--- config.mk ---
export PLATFORM = sky130hd
export DESIGN_NAME = herald_engine_scheduler
export DESIGN_NICKNAME = d
export VERILOG_FILES = /design/src/rtl/herald_pkg.sv /design/src/rtl/herald_rr_arbiter.sv /design/src/rtl/herald_engine_scheduler.sv
export SDC_FILE = /design/constraint.sdc
export NUM_CORES = 1
export LEC_CHECK = 0
export ABC_AREA = 1
export CAP_MARGIN = 15
export CORE_AREA = 2 2 158 160
export CTS_CLUSTER_DIAMETER = 120
export DETAILED_ROUTE_END_ITERATION = 8
export DIE_AREA = 0 0 160 162
export PLACE_DENSITY = 0.73
export SETUP_SLACK_MARGIN = 0.3
export SYNTH_ARGS = -nofsm -noshare
export SYNTH_HDL_FRONTEND = slang
export SYNTH_SLANG_ARGS = --single-unit
--- constraint.sdc ---
create_clock -name clk -period 4.41 [get_ports clk]
set_input_delay 0.441 -clock clk [delete_from_list [all_inputs] [get_ports clk]]
set_output_delay 0.441 -clock clk [all_outputs]
set_load 0.02 [all_outputs]
--- src/rtl/herald_pkg.sv ---
// Shared constants for the Herald engine scheduler: opcodes, Q12.12 widths, FSM states.
package herald_pkg;

  localparam int Q_INT_BITS  = 12;
  localparam int Q_FRAC_BITS = 12;
  localparam int Q_W         = Q_INT_BITS + Q_FRAC_BITS;

  localparam logic [7:0] CMD_SINCOS = 8'h10;
  localparam logic [7:0] CMD_ATAN   = 8'h11;
  localparam logic [7:0] CMD_MAG    = 8'h12;
  localparam logic [7:0] CMD_MUL    = 8'h20;
  localparam logic [7:0] CMD_MAC    = 8'h21;
  localparam logic [7:0] CMD_CLEAR  = 8'h22;

  typedef enum logic [2:0] {
    ST_IDLE,
    ST_ISSUE,
    ST_WAIT,
    ST_FETCH,
    ST_RESP
  } sched_state_e;

endpackage

--- src/rtl/herald_rr_arbiter.sv ---
// Round-robin pick: first asserted request at or after ptr, wrapping at NREQ-1.
module herald_rr_arbiter
  import herald_pkg::*;
#(
  parameter int NREQ = 4
) (
  input  logic [NREQ-1:0] req,
  input  logic [2:0]      ptr,
  output logic [NREQ-1:0] grant,
  output logic [2:0]      idx,
  output logic            any
);

  // Scan from the far end back toward ptr so the closest requester wins
  always_comb begin
    grant = '0;
    idx   = '0;
    any   = 1'b0;
    for (int k = NREQ - 1; k >= 0; k--) begin
      if (req[(int'(ptr) + k) % NREQ]) begin
        grant                              = '0;
        grant[(int'(ptr) + k) % NREQ]      = 1'b1;
        idx                                = 3'((int'(ptr) + k) % NREQ);
        any                                = 1'b1;
      end
    end
  end

endmodule

--- src/rtl/herald_engine_scheduler.sv ---
// Shares one Herald compute engine among NREQ requesters: round-robin grant,
// start/wait/fetch engine handshake with timeout, and routed response.
module herald_engine_scheduler
  import herald_pkg::*;
#(
  parameter int         NREQ     = 4,
  parameter int         DW       = Q_W,
  parameter int         RW       = 48,
  parameter int         TIMEOUT  = 255,
  parameter logic [7:0] NORES_OP = CMD_CLEAR
) (
  input  logic               clk,
  input  logic               rst,
  input  logic [NREQ-1:0]    req_valid,
  output logic [NREQ-1:0]    req_ready,
  input  logic [8*NREQ-1:0]  req_op,
  input  logic [DW*NREQ-1:0] req_a,
  input  logic [DW*NREQ-1:0] req_b,
  output logic [NREQ-1:0]    rsp_valid,
  input  logic [NREQ-1:0]    rsp_ready,
  output logic [RW-1:0]      rsp_data,
  output logic               rsp_err,
  output logic               eng_start,
  output logic [7:0]         eng_op,
  output logic [DW-1:0]      eng_a,
  output logic [DW-1:0]      eng_b,
  input  logic               eng_busy,
  output logic               eng_get,
  input  logic               eng_get_rdy,
  input  logic [RW-1:0]      eng_result,
  output logic [2:0]         grant_id,
  output logic               sched_busy
);

  localparam int TW = 16;

  sched_state_e  state_q, state_d;
  logic [2:0]    rr_ptr_q, rr_ptr_d;
  logic [2:0]    gid_q, gid_d;
  logic [7:0]    op_q, op_d;
  logic [DW-1:0] a_q, a_d, b_q, b_d;
  logic [RW-1:0] res_q, res_d;
  logic          err_q, err_d;
  logic [TW-1:0] tmo_q, tmo_d, tmo_inc;
  logic          tmo_hit, rsp_hs;

  logic [NREQ-1:0] arb_grant;
  logic [2:0]      arb_idx;
  logic            arb_any;
  logic [7:0]      op_sel;
  logic [DW-1:0]   a_sel, b_sel;

  herald_rr_arbiter #(.NREQ(NREQ)) u_arb (
    .req   (req_valid),
    .ptr   (rr_ptr_q),
    .grant (arb_grant),
    .idx   (arb_idx),
    .any   (arb_any)
  );

  // Steer the winning requester's command onto the latch inputs
  always_comb begin
    op_sel = '0;
    a_sel  = '0;
    b_sel  = '0;
    for (int k = 0; k < NREQ; k++) begin
      if (arb_grant[k]) begin
        op_sel = req_op[k*8 +: 8];
        a_sel  = req_a[k*DW +: DW];
        b_sel  = req_b[k*DW +: DW];
      end
    end
  end

  // Timeout fires on the TIMEOUT-th cycle spent in WAIT/FETCH
  always_comb begin
    tmo_inc = tmo_q + TW'(1);
    tmo_hit = (TIMEOUT != 0) && (tmo_inc == TW'(TIMEOUT)) &&
              (state_q == ST_WAIT || state_q == ST_FETCH);
  end

  // Output decode; req_ready is forced low while reset is held
  always_comb begin
    rsp_valid = '0;
    for (int k = 0; k < NREQ; k++) begin
      rsp_valid[k] = (state_q == ST_RESP) && (gid_q == 3'(k));
    end
    rsp_hs     = |(rsp_valid & rsp_ready);
    req_ready  = (state_q == ST_IDLE && !rst) ? arb_grant : '0;
    eng_start  = (state_q == ST_ISSUE);
    eng_get    = (state_q == ST_FETCH) && !tmo_hit;
    sched_busy = (state_q != ST_IDLE);
    rsp_data   = res_q;
    rsp_err    = err_q;
    eng_op     = op_q;
    eng_a      = a_q;
    eng_b      = b_q;
    grant_id   = gid_q;
  end

  // Next-state and register updates; first WAIT cycle (tmo_q==0) ignores eng_busy
  always_comb begin
    state_d  = state_q;
    rr_ptr_d = rr_ptr_q;
    gid_d    = gid_q;
    op_d     = op_q;
    a_d      = a_q;
    b_d      = b_q;
    res_d    = res_q;
    err_d    = err_q;
    tmo_d    = tmo_q;
    case (state_q)
      ST_IDLE: begin
        if (arb_any) begin
          op_d     = op_sel;
          a_d      = a_sel;
          b_d      = b_sel;
          gid_d    = arb_idx;
          rr_ptr_d = (arb_idx == 3'(NREQ - 1)) ? 3'd0 : arb_idx + 3'd1;
          state_d  = ST_ISSUE;
        end
      end
      ST_ISSUE: begin
        err_d = 1'b0;
        tmo_d = '0;
        if (op_q == NORES_OP) begin
          res_d   = '0;
          state_d = ST_RESP;
        end else begin
          state_d = ST_WAIT;
        end
      end
      ST_WAIT: begin
        tmo_d = tmo_inc;
        if (tmo_hit) begin
          res_d   = '0;
          err_d   = 1'b1;
          state_d = ST_RESP;
        end else if (tmo_q != '0 && !eng_busy) begin
          state_d = ST_FETCH;
        end
      end
      ST_FETCH: begin
        tmo_d = tmo_inc;
        if (tmo_hit) begin
          res_d   = '0;
          err_d   = 1'b1;
          state_d = ST_RESP;
        end else if (eng_get_rdy) begin
          res_d   = eng_result;
          state_d = ST_RESP;
        end
      end
      ST_RESP: begin
        if (rsp_hs) state_d = ST_IDLE;
      end
      default: state_d = ST_IDLE;
    endcase
  end

  // State and datapath registers
  always_ff @(posedge clk or posedge rst) begin
    if (rst) begin
      state_q  <= ST_IDLE;
      rr_ptr_q <= '0;
      gid_q    <= '0;
      op_q     <= '0;
      a_q      <= '0;
      b_q      <= '0;
      res_q    <= '0;
      err_q    <= 1'b0;
      tmo_q    <= '0;
    end else begin
      state_q  <= state_d;
      rr_ptr_q <= rr_ptr_d;
      gid_q    <= gid_d;
      op_q     <= op_d;
      a_q      <= a_d;
      b_q      <= b_d;
      res_q    <= res_d;
      err_q    <= err_d;
      tmo_q    <= tmo_d;
    end
  end

endmodule

==> metrics.csv, run 1 <==
metric,value,unit
fill_cells,2348,
initial_core_util,37.7,%
setup_viol,0,
crit_fanout,24,
drc_errors,0,
syn_area,0.00910,mm2
cap_violations,0,
slowest_stage,clkdlybuf4s50_1,
vias,10582,
die_w,160,um
grtUsageTotal,25.7,%
p_leak,7.17,nW
path_class,reg2out,
post-route-min-period,3840,ps
place_area,0.0132,mm2
path_clk_slew,60,ps
ys_async_sr_fraction,100,%
wl_per_cell,16.0,um
status,completed,
synth_nets,1755,
cts_tree,built,
yosys_warnings,0,
synth_cells,1461,
gr-total-overflow,0,
tightest_slew,1070,ps
cts_buffer_depth,2,
fin_nets,2105,
critical_path_required,3970,ps
finalHoldViolCount,0,
h-tree-depth,4,
met2_length,16800,um
worstHoldStart,rsp_data[1],
arrival,3400,ps
cts_buffers,17,
die_area,0.0259,mm2
cts.sinks,128,
hold_depth,2,
routed_wl,34300,um
skew,15.5,ps
grt_pass1_vias,9938,
finalCritPeriodShare,87.2,%
met3_wirelength,2580,um
endpoint_kind,primary output,
r2r-end,rsp_data[10],
finalSetupTns,0,ps
hpwl,24600,um
final_core_util,57.1,%
startpoint_type,flop,
synth.distinct_cells,36,
slew_headroom,28.1,%
r2r_cells,7,
crit_chain,"inv_1, ha_1, inv_1, nand2_1, nand2_2, nor2_2, nand2_1, nand3_1, buf_4, nand2_4, nor2_1, clkdlybuf4s50_1",
synth_seq_cells,128,
antenna_cells,0,
cts-root-buf,clkbuf_16,
holdPathEnd,rsp_data[1],
slowest_delay,620,ps
finalPower,11.2,mW
firstDrtPassIters,5,
ios,403,
synth_edf_count,0,
gp_congestion,0.947,
topRoutingLayerUsed,met4,
timing.rr.start,state_q[2],
regArea,0.00320,mm2
area_delta_synth_final,51.3,%
antenna_found_initial,0,
cts_hold_buf,0,
multiInputGateArea,0.00459,mm2
drtAntennaViolNets,0,
slew_violations,0,
worstSkewPairLatency,430,ps
drive_above_1_share,4.50,%
die_y,162,um
port_buffers,401,
seq_area_frac_synth,35.2,%
vdd.ir_drop.worst,545,uV
synth.avg_cell_area,6.23,um2
row_count,57,
dominantRegCellSynth,dfrtp_1,
core-area,0.0241,mm2
rrSetupSlack,960,ps
rsz0062_at_grt,false,
grt_max_degree,129,
viasPerCell,4.93,
pre_cts_ws,690,ps
m1WireLength,13900,um
power.density,813,mW/mm2
fin_area,0.0138,mm2
grt_pass1_wl,53200,um
hp-class,reg2reg,
setup_ws,565,ps
drt_iter0_drc,873,
fmax,260,MHz
worst max-delay path: cells and delay by family (launching register included):
kind / cells / cell delay [ps]
flip-flops: 1 / 470
AND/OR/NAND/NOR: 7 / 1030
adder cells (fa/ha/maj): 1 / 350
buffers and inverters: 4 / 1130
timing repair:
item | 4_1_cts | 5_1_grt
gates cloned | 0 | 1
setup endpoints to repair | 1 | 2
gates resized for setup | 1 | 2
pin swaps | 0 | 1
setup buffers | 0 | 2
final cells by class:
type	instances	area share (%)
multi-input combinational	1018	33.3
timing repair buffer	414	30.0
sequential	128	23.3
inverter	232	6.37
clock buffer	17	3.09
tap	324	2.94
clock inverter	15	0.990
metrics by stage:
| step | hold slack, ps | std cells |
|---|---|---|
| 2_1_floorplan | 548 | 1461 |
| 6_report | 467 | 2148 |
| 3_5_place_dp | 458 | 2113 |
| 3_3_place_gp | 453 | 2113 |
| 5_1_grt | 491 | 2148 |
| 4_1_cts | 473 | 2145 |
where the power goes:
part / switching, mW / internal (mW)
registers: 0.364 / 1.71
clock network: 0.637 / 0.746
logic: 4.98 / 2.75
how the worst max path moves through the flow:
stage / endpoint / start / slack (ps)
final: req_ready[2] / rr_ptr_q[1] / 570
after global routing: req_ready[2] / rr_ptr_q[1] / 300
after CTS: req_ready[2] / rr_ptr_q[0] / 360
after detailed placement: req_ready[1] / req_valid[0] / 690
after global placement: req_ready[1] / req_valid[1] / 690
after floorplan: req_ready[1] / rst / 1100
metal layers:
metal | vias to the layer above | GRT usage (%)
met5 | - | 0
met4 | 0 | 9.66
met3 | 60 | 5.21
met2 | 473 | 44.3
met1 | 4879 | 32.0
li1 | 5170 | -
flip-flops by register name, indices dropped and copies added (netlist names):
register  count
eng_a        24
eng_b        24
eng_op        8
grant_id      2
rr_ptr_q      2
rsp_data     48
rsp_err       1
state_q       3
tmo_q        16
layout by cell type, fill, tap and decap left out, types with 2 or more instances in the layout:
| cell | count |
|---|---|
| o22ai_1 | 9 |
| clkinvlp_4 | 5 |
| ha_1 | 10 |
| a21oi_1 | 29 |
| clkinv_1 | 11 |
| nor2_2 | 6 |
| buf_4 | 11 |
| nand3b_1 | 28 |
| dfrtp_1 | 127 |
| buf_12 | 2 |
| nand3_1 | 197 |
| inv_1 | 213 |
| inv_2 | 6 |
| clkdlybuf4s50_1 | 401 |
| or2_2 | 3 |
| and2_1 | 2 |
| o21ai_0 | 54 |
| o21ai_1 | 2 |
| nor3_1 | 8 |
| xor2_1 | 3 |
| nand4_1 | 5 |
| inv_6 | 6 |
| nand3_2 | 4 |
| nor2_1 | 98 |
| nand2_2 | 9 |
| clkbuf_16 | 17 |
| inv_8 | 4 |
| nand2_1 | 538 |
| nor4_1 | 4 |
cells in the mapped netlist (4+ instances only):
cell type	instances	share of area (%)
o22ai_1	9	0.62
clkbuf_1	26	1.1
inv_1	214	8.8
nand2_2	6	0.41
nor2_2	6	0.41
o21ai_0	54	3.0
nand3_1	197	11
buf_6	9	1.1
a21oi_1	29	1.6
nor4_1	4	0.27
ha_1	10	1.4
nand2_1	542	22
nor2_1	98	4.0
nand4_1	5	0.34
inv_2	5	0.21
buf_4	12	0.99
nor3_1	8	0.44
dfrtp_1	128	35
nand3b_1	28	2.3
clkinv_1	12	0.50
buf_2	34	1.9
kinds of logic after synthesis:
family,after synthesis,synth area share [%]
and+or+nand+nor,907,42.8
xor gates and xnor gates,4,0.385
other,1,0.0412
DFF,128,35.2
AOI/OAI and AO/OA,95,5.39
adders and majority gates,10,1.38
buffers and inverters,316,14.8
No activity file was read; power rests on OpenSTA's default activity.
==> run 2, diff against run 1 <==
--- a/config.mk
+++ b/config.mk
@@ -11,6 +11,8 @@
 export CTS_CLUSTER_DIAMETER = 120
 export DETAILED_ROUTE_END_ITERATION = 8
 export DIE_AREA = 0 0 160 162
+export GPL_TIMING_DRIVEN = 0
+export HOLD_SLACK_MARGIN = 0.02
 export PLACE_DENSITY = 0.73
 export SETUP_SLACK_MARGIN = 0.3
 export SYNTH_ARGS = -nofsm -noshare
==> metrics.csv, run 2 (same netlist as run 1, synthesis figures left out) <==
metric,value,unit,change
status,completed,,
endpoint_kind,primary output,,
port_buffers,401,,unchanged
mostFrequentLayoutCells,"542 x nand2_1, 399 x clkdlybuf4s50_1, 213 x inv_1",,
hpwl,29000,um,+18%
gr-total-overflow,0,,unchanged
grt_pass1_wl,56200,um,+5.5%
fill_cells,2377,,+1.2%
setup_viol,0,,unchanged
row_count,57,,unchanged
cts-root-buf,clkbuf_16,,
cts_buffers,17,,unchanged
fin_nets,2179,,+3.5%
slew_violations,0,,unchanged
path_clk_slew,60,ps,about the same
startpoint_type,flop,,
crit_chain,"buf_4, inv_4, ha_1, inv_1, nand2_1, nand2_2, nor2_2, nand2_1, nand3_4, nand2_4, buf_6, buf_6, nor2_1, clkdlybuf4s50_1",,
grt_pass1_vias,10314,,+3.8%
finalSetupTns,0,ps,unchanged
pre_cts_ws,843,ps,+153 ps
finalCritPeriodShare,87.0,%,-0.14 points
routed_wl,36700,um,+7.0%
worstSkewPairLatency,430,ps,about the same
drtAntennaViolNets,0,,unchanged
crit_buf_inv,6,,+2
arrival,3400,ps,about the same
drive_above_1_share,6.38,%,+1.9 points
initial_core_util,37.7,%,unchanged
tightest_slew,614,ps,-461 ps
cts_buffer_depth,2,,unchanged
slowest_delay,610,ps,about the same
die_w,160,um,unchanged
hp-class,in2async,,
die_y,162,um,unchanged
crit_fanout,10,,-58%
h-tree-depth,4,,unchanged
path_class,reg2out,,
post-cts-setup-buffers,0,,unchanged
skew,14.4,ps,-1.13 ps
viasPerCell,4.85,,-1.6%
setup_ws,571,ps,+6.02 ps
grt_max_degree,42,,-67%
gp_congestion,0.958,,+1.2%
final_core_util,59.0,%,+1.9 points
ios,403,,unchanged
drc_errors,0,,unchanged
slowest_stage,clkdlybuf4s50_1,,
dp.cells,2190,,+3.6%
cap_violations,0,,unchanged
postCtsResizedCells,0,,-1
crit_family,buffers and inverters,,
cts.sinks,128,,unchanged
p_leak,7.46,nW,+4.2%
fmax,261,MHz,+0.16%
antenna_found_initial,2,,+2
vias,10782,,+1.9%
power.density,833,mW/mm2,+2.5%
post-route-min-period,3840,ps,-6.02 ps
wl_per_cell,16.5,um,+3.3%
instances_no_fill,2224,,+3.5%
slew_headroom,58.7,%,+31 points
cts_tree,built,,
vdd.ir_drop.worst,432,uV,-21%
die_area,0.0259,mm2,unchanged
grtUsageTotal,27.7,%,+2.0 points
mostFrequentLayoutCell,nand2_1,,
area_delta_synth_final,56.4,%,
firstDrtPassIters,5,,unchanged
core-area,0.0241,mm2,unchanged
cts_hold_buf,0,,unchanged
drt_iter0_drc,686,,-21%
largest_register_ffs,48,,unchanged
finalHoldViolCount,0,,unchanged
rsz0062_at_grt,false,,
critical_path_required,3970,ps,about the same
-- run 2: cell types whose count changed in the layout (fill, tap and decap cells not counted), sizes merged --
cell and delta:
buf +49, bufinv +3, clkbuf +27, clkdlybuf4s50 -2, clkinv +3, clkinvlp -3
diode +3, dlymetal6s2s +2, inv -5, nand3 -1
-- run 2: final cells by class --
cell class,instances,area (um2),area share (%)
timing repair buffer,405,4100,28.8
tap,324,405,2.85
sequential,128,3200,22.5
clock buffer,18,439,3.09
antenna,3,7.51,0.0527
buffer,84,470,3.31
clock inverter,13,178,1.25
multi-input combinational,1017,4550,32.0
inverter,232,877,6.16
-- run 2: worst register-to-register path, cell delays in order, from the launching register on --
cell and delay [ps]:
dfrtp_1 440, buf_4 210, inv_4 70, ha_1 320
inv_1 60, nand2_1 90, nand2_2 140, nor2_2 230
nand2_1 120, nand3_4 190, buf_1 420, nand3_1 120
nand3_1 130, nand2_1 70, a21oi_1 140
-- run 2: final timing paths --
check,start,end,depth (start not counted),slack (ps)
min,rst,rsp_data[8],2,300
max reg2reg,rr_ptr_q[0],eng_a[1],14,1590
min reg2reg,rsp_data[29],rsp_data[29],2,470
max in group asynchronous,rst,eng_a[23],4,3430
max,rr_ptr_q[0],req_ready[1],14,570
min in group clk,rsp_data[29],rsp_data[29],2,470
-- run 2: stage by stage --
stage	instance area, um2	power [mW]	hold WS, ps
global route	14200	12.9	308
detailed placement	13600	10.3	457
floorplan	9100	7.31	548
CTS	14200	11.9	288
finish	14200	11.9	300
global placement	13500	10.2	453
-- run 2: metal layers --
layer	track usage [%]	up-vias	share of wire, %
met5	0	-	0
met4	11.6	0	3.5
met3	5.67	69	6.6
met2	48.6	436	49
met1	33.1	4941	41
li1	-	5336	-
-- run 2: power by group --
part           switching, mW  total, mW  internal (mW)
Combinational           5.22       8.28           3.06
Sequential             0.350       2.07           1.71
Clock                  0.599       1.52          0.917
Total                   6.17       11.9           5.69
